--- config.mk ---
export PLATFORM = sky130hd
export DESIGN_NAME = regwrite_encoder
export DESIGN_NICKNAME = d
export VERILOG_FILES = /design/src/rtl/regwrite_encoder.sv
export SDC_FILE = /design/constraint.sdc
export NUM_CORES = 1
export LEC_CHECK = 0
export CAP_MARGIN = 5
export CORE_MARGIN = 5
export CORE_UTILIZATION = 50
export CTS_CLUSTER_SIZE = 25
export DETAILED_ROUTE_END_ITERATION = 6
export MAX_ROUTING_LAYER = met4
export PLACE_DENSITY = 0.8
export SYNTH_ARGS = -nofsm -noshare
export SYNTH_HDL_FRONTEND = slang
export SYNTH_SLANG_ARGS = --single-unit
--- constraint.sdc ---
create_clock -name clk -period 4.8 [get_ports clk]
set_clock_uncertainty 0.1 [all_clocks]
set_input_delay 0.72 -clock clk [delete_from_list [all_inputs] [get_ports clk]]
set_output_delay 0.72 -clock clk [all_outputs]
set_load 0.05 [all_outputs]
--- src/rtl/regwrite_encoder.sv ---
// regwrite_encoder
// Turns a multi-hot write-back request vector into one register-write code
// per cycle for decoder4. The enable code is {~valid, index}. The winner is
// chosen round-robin after the last granted source, or by fixed lowest-index
// priority. A one-cycle mask keeps the source granted last cycle from being
// granted again before it has had a chance to drop its request.
module regwrite_encoder #(
    parameter int RR_EN = 1
) (
    input  logic        clk,
    input  logic        reset,
    input  logic [15:0] req,
    input  logic        stall,
    output logic [4:0]  enable,
    output logic [15:0] grant,
    output logic [4:0]  pending
);

    localparam logic [4:0] EN_IDLE = 5'b10000;

    logic [3:0]  ptr_q,     ptr_d;
    logic [15:0] last_q;
    logic [15:0] grant_q,   grant_d;
    logic [4:0]  enable_q,  enable_d;
    logic [4:0]  pending_q, pending_d;

    logic [15:0] ereq;
    logic [3:0]  start;
    logic [31:0] dbl;
    logic [15:0] rot;
    logic [4:0]  rr_hit;
    logic [4:0]  fp_hit;
    logic        win_vld;
    logic [3:0]  win_idx;
    logic [4:0]  req_cnt;

    // Number of set bits in a 16-bit vector (0..16 fits in 5 bits).
    function automatic logic [4:0] popcount16(input logic [15:0] v);
        logic [4:0] n;
        n = 5'd0;
        for (int i = 0; i < 16; i++) begin
            n = n + {4'd0, v[i]};
        end
        return n;
    endfunction

    // Lowest set bit as {found, index}; scanning downward lets the lowest win.
    function automatic logic [4:0] find_first(input logic [15:0] v);
        logic [4:0] r;
        r = 5'd0;
        for (int i = 15; i >= 0; i--) begin
            if (v[i]) begin
                r = {1'b1, 4'(i)};
            end
        end
        return r;
    endfunction

    // Mask the source granted last cycle and rotate so the round-robin search
    // becomes a plain lowest-bit search starting just after ptr.
    always_comb begin
        ereq    = req & ~last_q;
        start   = ptr_q + 4'd1;
        dbl     = {ereq, ereq} >> start;
        rot     = dbl[15:0];
        rr_hit  = find_first(rot);
        fp_hit  = find_first(ereq);
        req_cnt = popcount16(ereq);
    end

    // Pick the winner for the configured priority scheme.
    always_comb begin
        win_vld = 1'b0;
        win_idx = 4'd0;
        if (RR_EN != 0) begin
            win_vld = rr_hit[4];
            win_idx = start + rr_hit[3:0];
        end else begin
            win_vld = fp_hit[4];
            win_idx = fp_hit[3:0];
        end
    end

    // Next-state for grant, write code, pointer and waiting-request count.
    always_comb begin
        grant_d   = 16'd0;
        enable_d  = EN_IDLE;
        ptr_d     = ptr_q;
        pending_d = req_cnt;
        if (!stall && win_vld) begin
            grant_d   = 16'd1 << win_idx;
            enable_d  = {1'b0, win_idx};
            ptr_d     = win_idx;
            pending_d = req_cnt - 5'd1;
        end
    end

    // State and output registers; ptr resets to 15 so the first search starts at 0.
    always_ff @(posedge clk or posedge reset) begin
        if (reset) begin
            ptr_q     <= 4'hF;
            last_q    <= 16'd0;
            grant_q   <= 16'd0;
            enable_q  <= EN_IDLE;
            pending_q <= 5'd0;
        end else begin
            ptr_q     <= ptr_d;
            last_q    <= grant_d;
            grant_q   <= grant_d;
            enable_q  <= enable_d;
            pending_q <= pending_d;
        end
    end

    assign enable  = enable_q;
    assign grant   = grant_q;
    assign pending = pending_q;

endmodule

## Word level (Yosys, flattened, before mapping)

Cells that the tools add are included.

- Bitwise logic cells: 2
- Shifts and indexed selects: 2
- Add/sub/neg operators: 18
- Muxes and demuxes: 19
- Magnitude comparators: 0
- Div/mod/pow operators: 0
- Multiply operators: 0
- Reductions and logical operators: 2
- Equal/unequal tests: 0

Operators by type and width:

| kind | count |
|---|---|
| 2-to-1 mux 5 bit | 18 |
| adder 5 x 1 -> 5 bit | 11 |
| right shift 32 x 4 -> 16 bit | 1 |
| bitwise AND 16 bit | 1 |
| 2-to-1 mux 16 bit | 1 |
| NOT 16 bit | 1 |
| << shifter 1 x 4 -> 16 bit (first input constant) | 1 |
| adder 4 x 1 -> 5 bit | 1 |
| subtractor 5 x 1 -> 5 bit (second input constant) | 1 |
| adder 3 x 1 -> 4 bit | 1 |
| adder 4 x 1 -> 4 bit (second input constant) | 1 |
| adder 4 bit | 1 |
| adder 2 x 1 -> 3 bit | 1 |
| adder 1 x 1 -> 2 bit | 1 |
| logical AND 1 bit | 1 |
| zero test 1 bit | 1 |

- Bits in writable memories: 0
- Output and inout port bits: 26
- Memories kept: 0
- Memory bits (read-only): 0
- Bits in latches: 0
- Flip-flop bits (word level): 30

## Depth between registers and ports, before layout

Gate-level depths: netlist (run 1).

- Depth after elaboration: 22
- Depth in mapped cells: 18
- Depth with buffers taken out: 17

## Least setup slack after synthesis (run 1)

Ideal clock, no wire load.

- Kind: input to register
- Start: input req[1]
- End: register pending_q[4], in the netlist pending[4]
- Slack: 0.241 ns
- Stages: 14
- Arrival: 4.320 ns
- Path buffers: 0
- Setup time: 0.139 ns
- Cells stage by stage: nor2b_1 xnor2_1 ha_1 xnor2_1 ha_1 a21o_1 fa_1 fa_1 ha_1 a21o_1 a21oi_1 xor2_1 a31oi_1 or4_1

- Word-level cells in the longest chain between the ends: 20
- Elaborated cells on any way between the ends: 36
- Those cells by class: add/sub (16); shift (1); mux (17); bitwise (1); reduce/logical (1)

Ends and longest elaborated chain:

| item | RTL line | source |
|---|---|---|
| start: declaration | 12 | `input logic [15:0] req,` |
| bitwise AND 16 bit * | 62 | `ereq = req & ~last_q;` |
| parallel branches: the longest is 18 deep, another holds adder 4 x 1 -> 5 bit | -- |  |
| 2-to-1 mux 5 bit * | 90 | `if (!stall && win_vld) begin` |
| via pending_d[4] | 25 | `logic [4:0] pending_q, pending_d;` |
| end signal: assignment | 111 | `pending_q <= pending_d;` |
| end: declaration | 25 |  |

Mark *: on every way through the listed nets, which the timed path passes.
A chain may end at the register's enable or synchronous reset.

## Worst setup path in the final report (run 1)

- Start: input req[5]
- End: register pending_q[4], in the netlist pending[4]

- Word-level cells in the longest chain between the ends: 20
- Elaborated cells on any way between the ends: 32
- Those cells by class: add/sub (12); shift (1); mux (17); bitwise (1); reduce/logical (1)

Ends and longest elaborated chain:

| item | RTL line |
|---|---|
| bitwise AND 16 bit * | 62 |
| parallel branches: the longest is 18 deep, another holds adder 5 x 1 -> 5 bit | -- |
| 2-to-1 mux 5 bit * | 90 |
| via pending_d[4] | 25 |

Marks and branches as above.

==> reports/results.txt, run 1 <==
The tool flagged a number of max-cap violations equal to 0. The height of the die was 86.6 um. The run gives 5820 um2 as the core box area.

The logs give 405 for the number of fill cells in the layout and 31 for the largest net degree at the start of global routing. The final route contains 2634 vias. During I/O placement, the number of pins put on the boundary was 45. The tools report the critical path data required time as 4.85 ns. The run gives 6500 um as the HPWL reported at the end of detailed placement. The floorplan has 28 rows. The logs give 30 for the CTS sink count and 2940 um2 for the cell area after synthesis. The mean area per synthesized cell was 10.8 um2; the share of flip-flops with an asynchronous set or reset was 100%.

The per-cell routed wire length was 18.5 um. The width of the die is 86.6 um. The number of library cell types mapped by synthesis is 56, and the number of flip-flops and latches in the synthesized netlist is 30. The number of buffer cells added on primary ports came out at 44. Clock latency on the worst-skew pair, taken at its later pin, is 0.29 ns. For this configuration, the core starts out at a cell density of 50.5%. Routability congestion estimate: 0.955. The synthesized design contains 0 enable-type register cells.

The synthesis-to-layout area growth was 40.8%. For the synthesized instance count, the log shows 272. TritonCTS built the clock tree. CTS built an H-tree with a depth of 2. The library cells used most frequently in the layout, excluding fill and tap cells, are buf_4 (65), clkdlybuf4s50_1 (42), dfrtp_1 (25). TritonCTS created 5 clock buffers. STA classifies the critical path endpoint as a register. After the last flow step, the layout net total stands at 420.

The minimum clock period is 4.70 ns, and the total global-route track usage is 24.0%. The cell sitting at the root of the clock tree is a clkbuf_8. Leaving out fill and tap cells, the most frequent cell in the layout is buf_4.

The run gives 0 as the count of unresolved DRC violations after routing. The total setup violations reported at the end of the flow was 0; the average via count per standard cell was 5.76. The number of nets handed over by synthesis was 311. The first global-routing pass estimated 13700 um of wire. The critical path goes through clkdlybuf4s50_1 -> nor2b_1 -> xnor2_1 -> xnor2_1 -> ha_1 -> xnor2_1 -> ha_1 -> xnor2_1 -> ha_1 -> ha_4 -> fa_1 -> inv_2 -> ha_4 -> buf_4 -> a31oi_1 -> or4_1.

For the number of global-route vias before repair, the log shows 2800. The tools report the residual antenna-violating net count after detailed routing as 0. For the pin with the worst max-slew slack, the measured transition is 1.11 ns. The most used flip-flop cell after synthesis is dfrtp_1.

The logs give 25.8% for the sequential-to-total area share from yosys stat and 0 for the initial antenna violation count. The initial detailed-routing violation count was 125; the overall die area was 7500 um2. Hold timing on the final database bottoms out at a slack of 0.435 ns. The number of antenna diodes in the final layout is 0. The relative slew slack is 25.9%, and the final hold violation count is 0. In this run the worst hold path is classified as reg2reg. The final cycle utilization of the critical path is 97.9%.

No sink is reached through more buffers than the 2 on the longest clock path. The Yosys step of the flow raised 0 warnings. The run gives 0 as the final count of pins violating max slew. The clock-pin transition on the worst setup and hold timing paths works out to 0.06 ns.

The run finished with clean final reports. The critical path start-end classification was in2reg. On the critical path, the stage with the largest delay is an instance of or4_1. Among the stages of the critical path, the cell type that occurs most often is xnor2_1. The share of final-layout standard cells stronger than drive strength 1 works out to 30.6%. In this run the worst path has a maximum fanout of 6. For the global route total overflow, the log shows 0. The worst setup path is launched from a primary input.

The logs give 0.213 GHz for the maximum clock frequency and 4.75 ns for the arrival time at the worst endpoint. The total wire length is 8470 um, and the delay of the slowest cell on the worst path is 0.52 ns. Before antenna repair, the detailed router went through 5 iterations.
[worst paths after layout]
check,cells past startpoint,end,startpoint,slack [ns]
max reg2reg,21,grant[9],ptr_q[1],0.22
min in group asynchronous,2,grant[4],reset,0.92
max in group asynchronous,2,pending[0],reset,3.01
min reg2reg,1,ptr_q[1],ptr_q[1],0.44
max,16,pending[4],req[5],0.1
min,1,ptr_q[1],ptr_q[1],0.44
[cell type report]
cell class                 count  area, um2  area share [%]
timing repair buffer         110        953            23.1
sequential                    30        757            18.3
clock buffer                   7       86.3            2.09
clock inverter                 1       5.00           0.121
multi-input combinational    222       2190            53.0
tap                           75       93.8            2.27
inverter                      12       47.5            1.15
[metrics by stage]
step	setup TNS [ns]	util, %	cells	setup WS, ns	cell area (um2)
global route	-0.0512	71.0	457	-0.0291	4130
global placement	-0.439	66.4	439	-0.296	3860
finish	0	71.0	457	0.0997	4130
CTS	0	68.9	450	0.0132	4010
floorplan	0	-	272	0.241	2940
detailed placement	-2.79	66.4	439	-0.431	3860
[metal layers]
metal | up-vias | part of all wire [%] | global-route usage (%)
met5 | - | 0 | -
met4 | 0 | 2.7 | 9.35
met3 | 23 | 4.2 | 2.95
met2 | 79 | 51 | 40.0
met1 | 1298 | 42 | 29.6
li1 | 1234 | - | -
[flip-flops by register name (all words and copies together) (netlist names)]
name	cells
pending	5
grant	16
enable	5
ptr_q	4
[logic make-up (layout without fill, tap and decap cells)]
family | Yosys count | count (layout) | synth area share, %
and+or+nand+nor | 99 | 99 | 18.8
muxes | 37 | 37 | 22.8
AOI/OAI and AO/OA | 45 | 45 | 12.9
buffers and inverters | 20 | 130 | 3.03
DFF | 30 | 30 | 25.8
adders and majority gates | 20 | 20 | 9.29
xor gates and xnor gates | 21 | 21 | 7.42
[timing repair]
item                       4_1_cts  5_1_grt
pin swaps                       12       15
hold buffers                     0        0
setup endpoints to repair        1       19
setup buffers                    3        7
gates resized for setup          8       18
[cell usage after synthesis, drive strengths merged (4+ instances only)]
cell | number | share of area [%]
nand2b | 23 | 4.9
mux4 | 18 | 16
nor2 | 5 | 0.64
xor2 | 5 | 1.7
nand2 | 14 | 1.8
a21o | 10 | 2.6
dfstp | 5 | 4.5
nor2b | 13 | 2.8
inv | 12 | 1.6
buf | 5 | 1.0
o21ai | 5 | 0.85
dfrtp | 25 | 21
and2 | 4 | 0.94
mux2i | 14 | 5.2
ha | 17 | 7.2
a21oi | 9 | 1.5
nand3 | 9 | 1.5
mux2 | 5 | 2.0
nor3 | 22 | 3.8
xnor2 | 16 | 5.7
[critical path, delay by kind of cell]
| family | cells | cell delay [ns] |
|---|---|---|
| fa+ha+maj | 6 | 1.77 |
| simple gates | 2 | 0.89 |
| buf+inv | 3 | 0.69 |
| xor+xnor | 4 | 0.62 |
| compound gates | 1 | 0.06 |
Power of run 1 is not shown: default switching activity piles up to over one toggle a cycle in this logic, so the estimate is an artifact.
==> run 2: changes to the inputs <==
--- a/config.mk
+++ b/config.mk
@@ -12,6 +12,7 @@
 export DETAILED_ROUTE_END_ITERATION = 6
 export MAX_ROUTING_LAYER = met4
 export PLACE_DENSITY = 0.8
+export SKIP_LAST_GASP = 1
 export SYNTH_ARGS = -nofsm -noshare
 export SYNTH_HDL_FRONTEND = slang
 export SYNTH_SLANG_ARGS = --single-unit
==> results of run 2 <==
Final layout, timing and power as in run 1 (identical DEF).
Power of run 2 is left out for the same reason.
==> run 3: changes to the inputs <==
--- a/config.mk
+++ b/config.mk
@@ -8,6 +8,7 @@
 export CAP_MARGIN = 5
 export CORE_MARGIN = 5
 export CORE_UTILIZATION = 50
+export CTS_CLUSTER_DIAMETER = 60
 export CTS_CLUSTER_SIZE = 25
 export DETAILED_ROUTE_END_ITERATION = 6
 export MAX_ROUTING_LAYER = met4
==> results of run 3 <==
Final layout, timing and power as in run 1 (identical DEF).
Power of run 3 is left out for the same reason.
